$ cat src/rtl/eclk_sequencer.sv
// eclk_sequencer: bus-timing sequencer on the 28 MHz master clock.
// Generates bus-clock phases (c1/c3), the bus enable, the colour clock, the
// E-clock level and its one-hot slot decode. With ECLK_SEQ_HANDSHAKE_EN
// defined it also provides the VPA -> VMA/DTACK handshake that aligns
// CIA-style accesses with the E-clock; otherwise vma/dtack_e stay low.
module eclk_sequencer #(
  parameter int unsigned PHASES = 4,
  parameter int unsigned E_DIV  = 10,
  parameter int unsigned E_HIGH = 4
) (
  input  logic             clk28m,
  input  logic             reset,
  output logic             c1,
  output logic             c3,
  output logic             bus_en,
  output logic             cck,
  output logic [E_DIV-1:0] eclk,
  output logic             e,
  input  logic             vpa_req,
  output logic             vma,
  output logic             dtack_e
);

  localparam int unsigned PW = $clog2(PHASES);
  localparam int unsigned EW = $clog2(E_DIV);

  localparam logic [PW-1:0] PLast  = PW'(PHASES - 1);
  localparam logic [PW-1:0] PHalf  = PW'(PHASES / 2);
  localparam logic [EW-1:0] ELast  = EW'(E_DIV - 1);
  localparam logic [EW-1:0] EStart = EW'(E_DIV - E_HIGH);
  localparam logic [EW-1:0] EPre   = EW'(E_DIV - E_HIGH - 1);

  logic [PW-1:0] p_q;
  logic [EW-1:0] e_cnt_q;

  // Phase counter: one step per master clock, wraps each bus cycle.
  always_ff @(posedge clk28m) begin
    if (reset) begin
      p_q <= '0;
    end else if (p_q == PLast) begin
      p_q <= '0;
    end else begin
      p_q <= p_q + 1'b1;
    end
  end

  // E counter: one step per bus cycle, wraps each E period.
  always_ff @(posedge clk28m) begin
    if (reset) begin
      e_cnt_q <= '0;
    end else if (bus_en) begin
      e_cnt_q <= (e_cnt_q == ELast) ? '0 : e_cnt_q + 1'b1;
    end
  end

  // Clock and enable decodes straight from the registered counters.
  always_comb begin
    c1     = (p_q < PHalf);
    c3     = (p_q != '0) && (p_q <= PHalf);
    bus_en = (p_q == PLast);
    cck    = ~e_cnt_q[0];
    e      = (e_cnt_q >= EStart);
    eclk   = {{(E_DIV - 1){1'b0}}, 1'b1} << e_cnt_q;
  end

`ifdef ECLK_SEQ_HANDSHAKE_EN

  typedef enum logic [1:0] {StIdle, StSync, StAccess, StRelease} state_e;

  state_e state_q, state_d;
  logic   vma_q, vma_d;
  logic   dtack_q, dtack_d;

  // Handshake next state: only evaluated on bus_en, so vma tracks e exactly
  // and a request seen on the last pre-window slot waits a whole period.
  always_comb begin
    state_d = state_q;
    vma_d   = vma_q;
    dtack_d = dtack_q;
    if (bus_en) begin
      case (state_q)
        StIdle: begin
          if (vpa_req) state_d = StSync;
        end
        StSync: begin
          if (e_cnt_q == EPre) begin
            state_d = StAccess;
            vma_d   = 1'b1;
          end
        end
        StAccess: begin
          if (e_cnt_q == ELast) begin
            state_d = StRelease;
            vma_d   = 1'b0;
            dtack_d = 1'b1;
          end
        end
        StRelease: begin
          dtack_d = 1'b0;
          if (!vpa_req) state_d = StIdle;
        end
        default: state_d = StIdle;
      endcase
    end
  end

  // Handshake state and registered outputs.
  always_ff @(posedge clk28m) begin
    if (reset) begin
      state_q <= StIdle;
      vma_q   <= 1'b0;
      dtack_q <= 1'b0;
    end else begin
      state_q <= state_d;
      vma_q   <= vma_d;
      dtack_q <= dtack_d;
    end
  end

  assign vma     = vma_q;
  assign dtack_e = dtack_q;

`else

  logic unused_vpa_req;
  assign unused_vpa_req = vpa_req;
  assign vma            = 1'b0;
  assign dtack_e        = 1'b0;

`endif

endmodule
$ cat config.mk
export PLATFORM = sky130hd
export DESIGN_NAME = eclk_sequencer
export DESIGN_NICKNAME = d
export VERILOG_FILES = /design/src/rtl/eclk_sequencer.sv
export SDC_FILE = /design/constraint.sdc
export NUM_CORES = 1
export LEC_CHECK = 0
export BUFFER_PORTS_ARGS = -buffer_cell sky130_fd_sc_hd__buf_4
export CORE_UTILIZATION = 30
export DETAILED_ROUTE_END_ITERATION = 12
export GPL_ROUTABILITY_DRIVEN = 0
export HOLD_SLACK_MARGIN = 0.05
export PLACE_DENSITY = 0.6
export SLEW_MARGIN = 20
export SYNTH_ARGS = -nofsm -noshare
export SYNTH_HDL_FRONTEND = slang
export SYNTH_SLANG_ARGS = --single-unit
$ cat constraint.sdc
create_clock -name clk28m -period 2.2 [get_ports clk28m]
set_input_delay 0.44 -clock clk28m [delete_from_list [all_inputs] [get_ports clk28m]]
set_output_delay 0.44 -clock clk28m [all_outputs]
set_load 0.005 [all_outputs]
==> metrics.cfg <==
[global_route]
grt-ovfl-total=0
track_usage_pct=11.6
grt_max_degree=14
antenna_found_initial=0
grt_first_pass_wirelength_mm=1.20
grt_pass1_vias=275

[route]
routed_wl_um=772
vias=359
routed_via_density=4.54
ant_nets=0
drc=0
drtIter0Drc=8
drt_first_pass_iters=4
wl_per_cell_um=9.77

[final_layout]
area_growth_pct=29.4
nets=72
drive_gt1_share_pct=32.8
stdcell_area_um2=534
n_antenna_cell=0

[cts]
cts-root-buf=clkbuf_4
clkSinkCount=6
cts-hold-fix-buffers=0
cts_resized=0
cts_tree=yes
cts-buffers-inserted=3
post_cts_buffers=0
htreeDepth=1
clock_path_buffers=2
path_clk_slew_ns=0.04
clk-insertion-delay-late_ns=0.24

[synthesis]
yosysWarnings=0
synth-edff-count=0
synth_seq_cells=6
syn_area_per_cell_um2=8.26
ys_seq_area_share_pct=29.1
ys.flop_type=dfxtp_1
synthArstFlopShare_pct=0
yosysTopAreaCell=dfxtp_1
synth_cell_types=27
yosysMostFrequentCell=dfxtp_1
netlist_top_cells_area=dfxtp_1 (29%), ha_1 (9.1%), nor2b_1 (6.1%)
ys_top_cells_by_count=dfxtp_1 (6), nor2b_1 (4)
synth.cell_area_um2=413
yosys.area.top_type_share_pct=29.1
synthCells=50

[pwr]
p_switching_mw=0.0614
pwr-share-clk_pct=37.3
power.total_mw=0.264
p_seq_share_pct=46.3
p_int_mw=0.202
peakVddDrop_v=0.000262
leakagePower_nw=0.258
switching_share_pct=23.3
powerDensity_nw_per_um2=494
p_comb_share_pct=16.4

[floorplan]
row_count=13
core_um2=1280
die_area_um2=1530
die_h_um=39.1
boundaryPins=20
die_w_um=39.1
start_util_pct=32.1

[critical_path]
slowest_delay_ns=0.53
critPathBufInv=2
required_ns=1.76
reg2reg_depth=5
worstPathCellList=inv_1, ha_1, nor2b_1, buf_4
crit_type=reg2out
worst_setup_path_start_kind=flip-flop
crit_path_top_delay_cell=dfxtp_1
crit_family=flip-flops
r2r-end=e_cnt_q[2]
critPathMaxFanout=12
rrSetupSlack_ns=0.73
arrival_ns=1.38
crit_cells=4
timing.rr.start=e_cnt_q[2]
endpoint_kind=output pin

[sta]
setup_viol=0
slew_viol_final=0
max_freq_mhz=550
fin_crit_ns=1.82
final.period_utilization_pct=82.6
finalSetupTns_ns=0
finalHoldViolations=0
rsz0062_at_grt=false
clock_skew_ns=0.00114

[place]
dpl.hpwl_um=539
io_buffers=16
dpl-instance-area_um2=512

[status]
status=complete, no violations

[job]
cap_violations=0

[worst_hold_path]
worstHoldPathType=in2reg
hold_path_end=e_cnt_q[3]
hp-start=reset
whs_path_depth=2

==> power by group through the flow <==
| stage | combinational, mW | clock [mW] | sequential [mW] |
|---|---|---|---|
| after global routing | 0.0479 | 0.109 | 0.123 |
| after global placement | 0.0429 | 0 | 0.124 |
| final | 0.0432 | 0.0985 | 0.122 |
| after detailed placement | 0.0437 | 0 | 0.124 |
| after CTS | 0.0442 | 0.105 | 0.122 |
| after floorplan | 0.0272 | 0 | 0.120 |
==> per-stage QoR <==
stage | instances | utilization [%] | worst slack (ns) | hold slack [ns]
after floorplan | 51 | - | 0.842 | 0.400
after global placement | 76 | 39.8 | 0.638 | 0.415
after detailed placement | 76 | 39.8 | 0.632 | 0.423
after CTS | 79 | 41.6 | 0.374 | 0.393
after global routing | 79 | 41.6 | 0.265 | 0.405
final | 79 | 41.6 | 0.383 | 0.402
==> state kept, by name, summed over array words and instances, names as in the netlist <==
name and cells:
e_cnt_q 4, p_q 2
==> per-layer routing <==
layer,track usage (%),routed length (um),vias up
met5,0,0,-
met4,7.76,0,0
met3,1.73,62,0
met2,16.3,305,18
met1,15.9,404,148
li1,-,-,193
==> how the worst max path moves through the flow <==
| stage | from | endpoint |
|---|---|---|
| after floorplan | e_cnt_q[1] | eclk[3] |
| after global placement | e_cnt_q[2] | eclk[3] |
| after detailed placement | e_cnt_q[2] | eclk[3] |
| after CTS | e_cnt_q[2] | eclk[3] |
| after global routing | e_cnt_q[1] | eclk[3] |
| final | e_cnt_q[2] | eclk[3] |
==> logic make-up after synthesis <==
group	after synthesis	synth area share, %
simple gates	24	37.3
buf+inv	9	13.3
compound gates	6	8.18
flops	6	29.1
fa+ha+maj	3	9.09
xor+xnor	1	2.12
other cells	1	0.908
==> area by class of cell <==
| type | instances | area (um2) |
|---|---|---|
| multi-input cells | 36 | 241 |
| repair buffers | 16 | 120 |
| well taps | 15 | 18.8 |
| inverters | 3 | 11.3 |
| clock buffers | 3 | 22.5 |
| fillers | 141 | 751 |
| flip-flops and latches | 6 | 120 |
==> cells in the final DEF (no fill, tap or decap) <==
| master | synthesis | final |
|---|---|---|
| buf_4 | 3 | 16 |
| dfxtp_1 | 6 | 6 |
| nor2b_1 | 4 | 4 |
| inv_1 | 3 | 3 |
| nor4_1 | 3 | 3 |
| nor3_1 | 3 | 3 |
| ha_1 | 3 | 3 |
| clkbuf_4 | 0 | 3 |
| nand2_1 | 2 | 2 |
| nor2_1 | 2 | 2 |
| o21ai_0 | 2 | 2 |
| a21oi_1 | 2 | 2 |
| conb_1 | 1 | 2 |
| and4bb_1 | 1 | 1 |
| and2_1 | 1 | 1 |
| nand2b_1 | 1 | 1 |
| nor4b_1 | 1 | 1 |
| a21o_1 | 1 | 1 |
| xnor2_1 | 1 | 1 |
| or2b_1 | 1 | 1 |
| o22ai_1 | 1 | 1 |
| and2b_1 | 1 | 1 |
| nor3b_1 | 1 | 1 |
| nand2_2 | 1 | 1 |
| and4b_2 | 1 | 1 |
| or3_1 | 1 | 1 |
(Power assumes the default switching activity.)
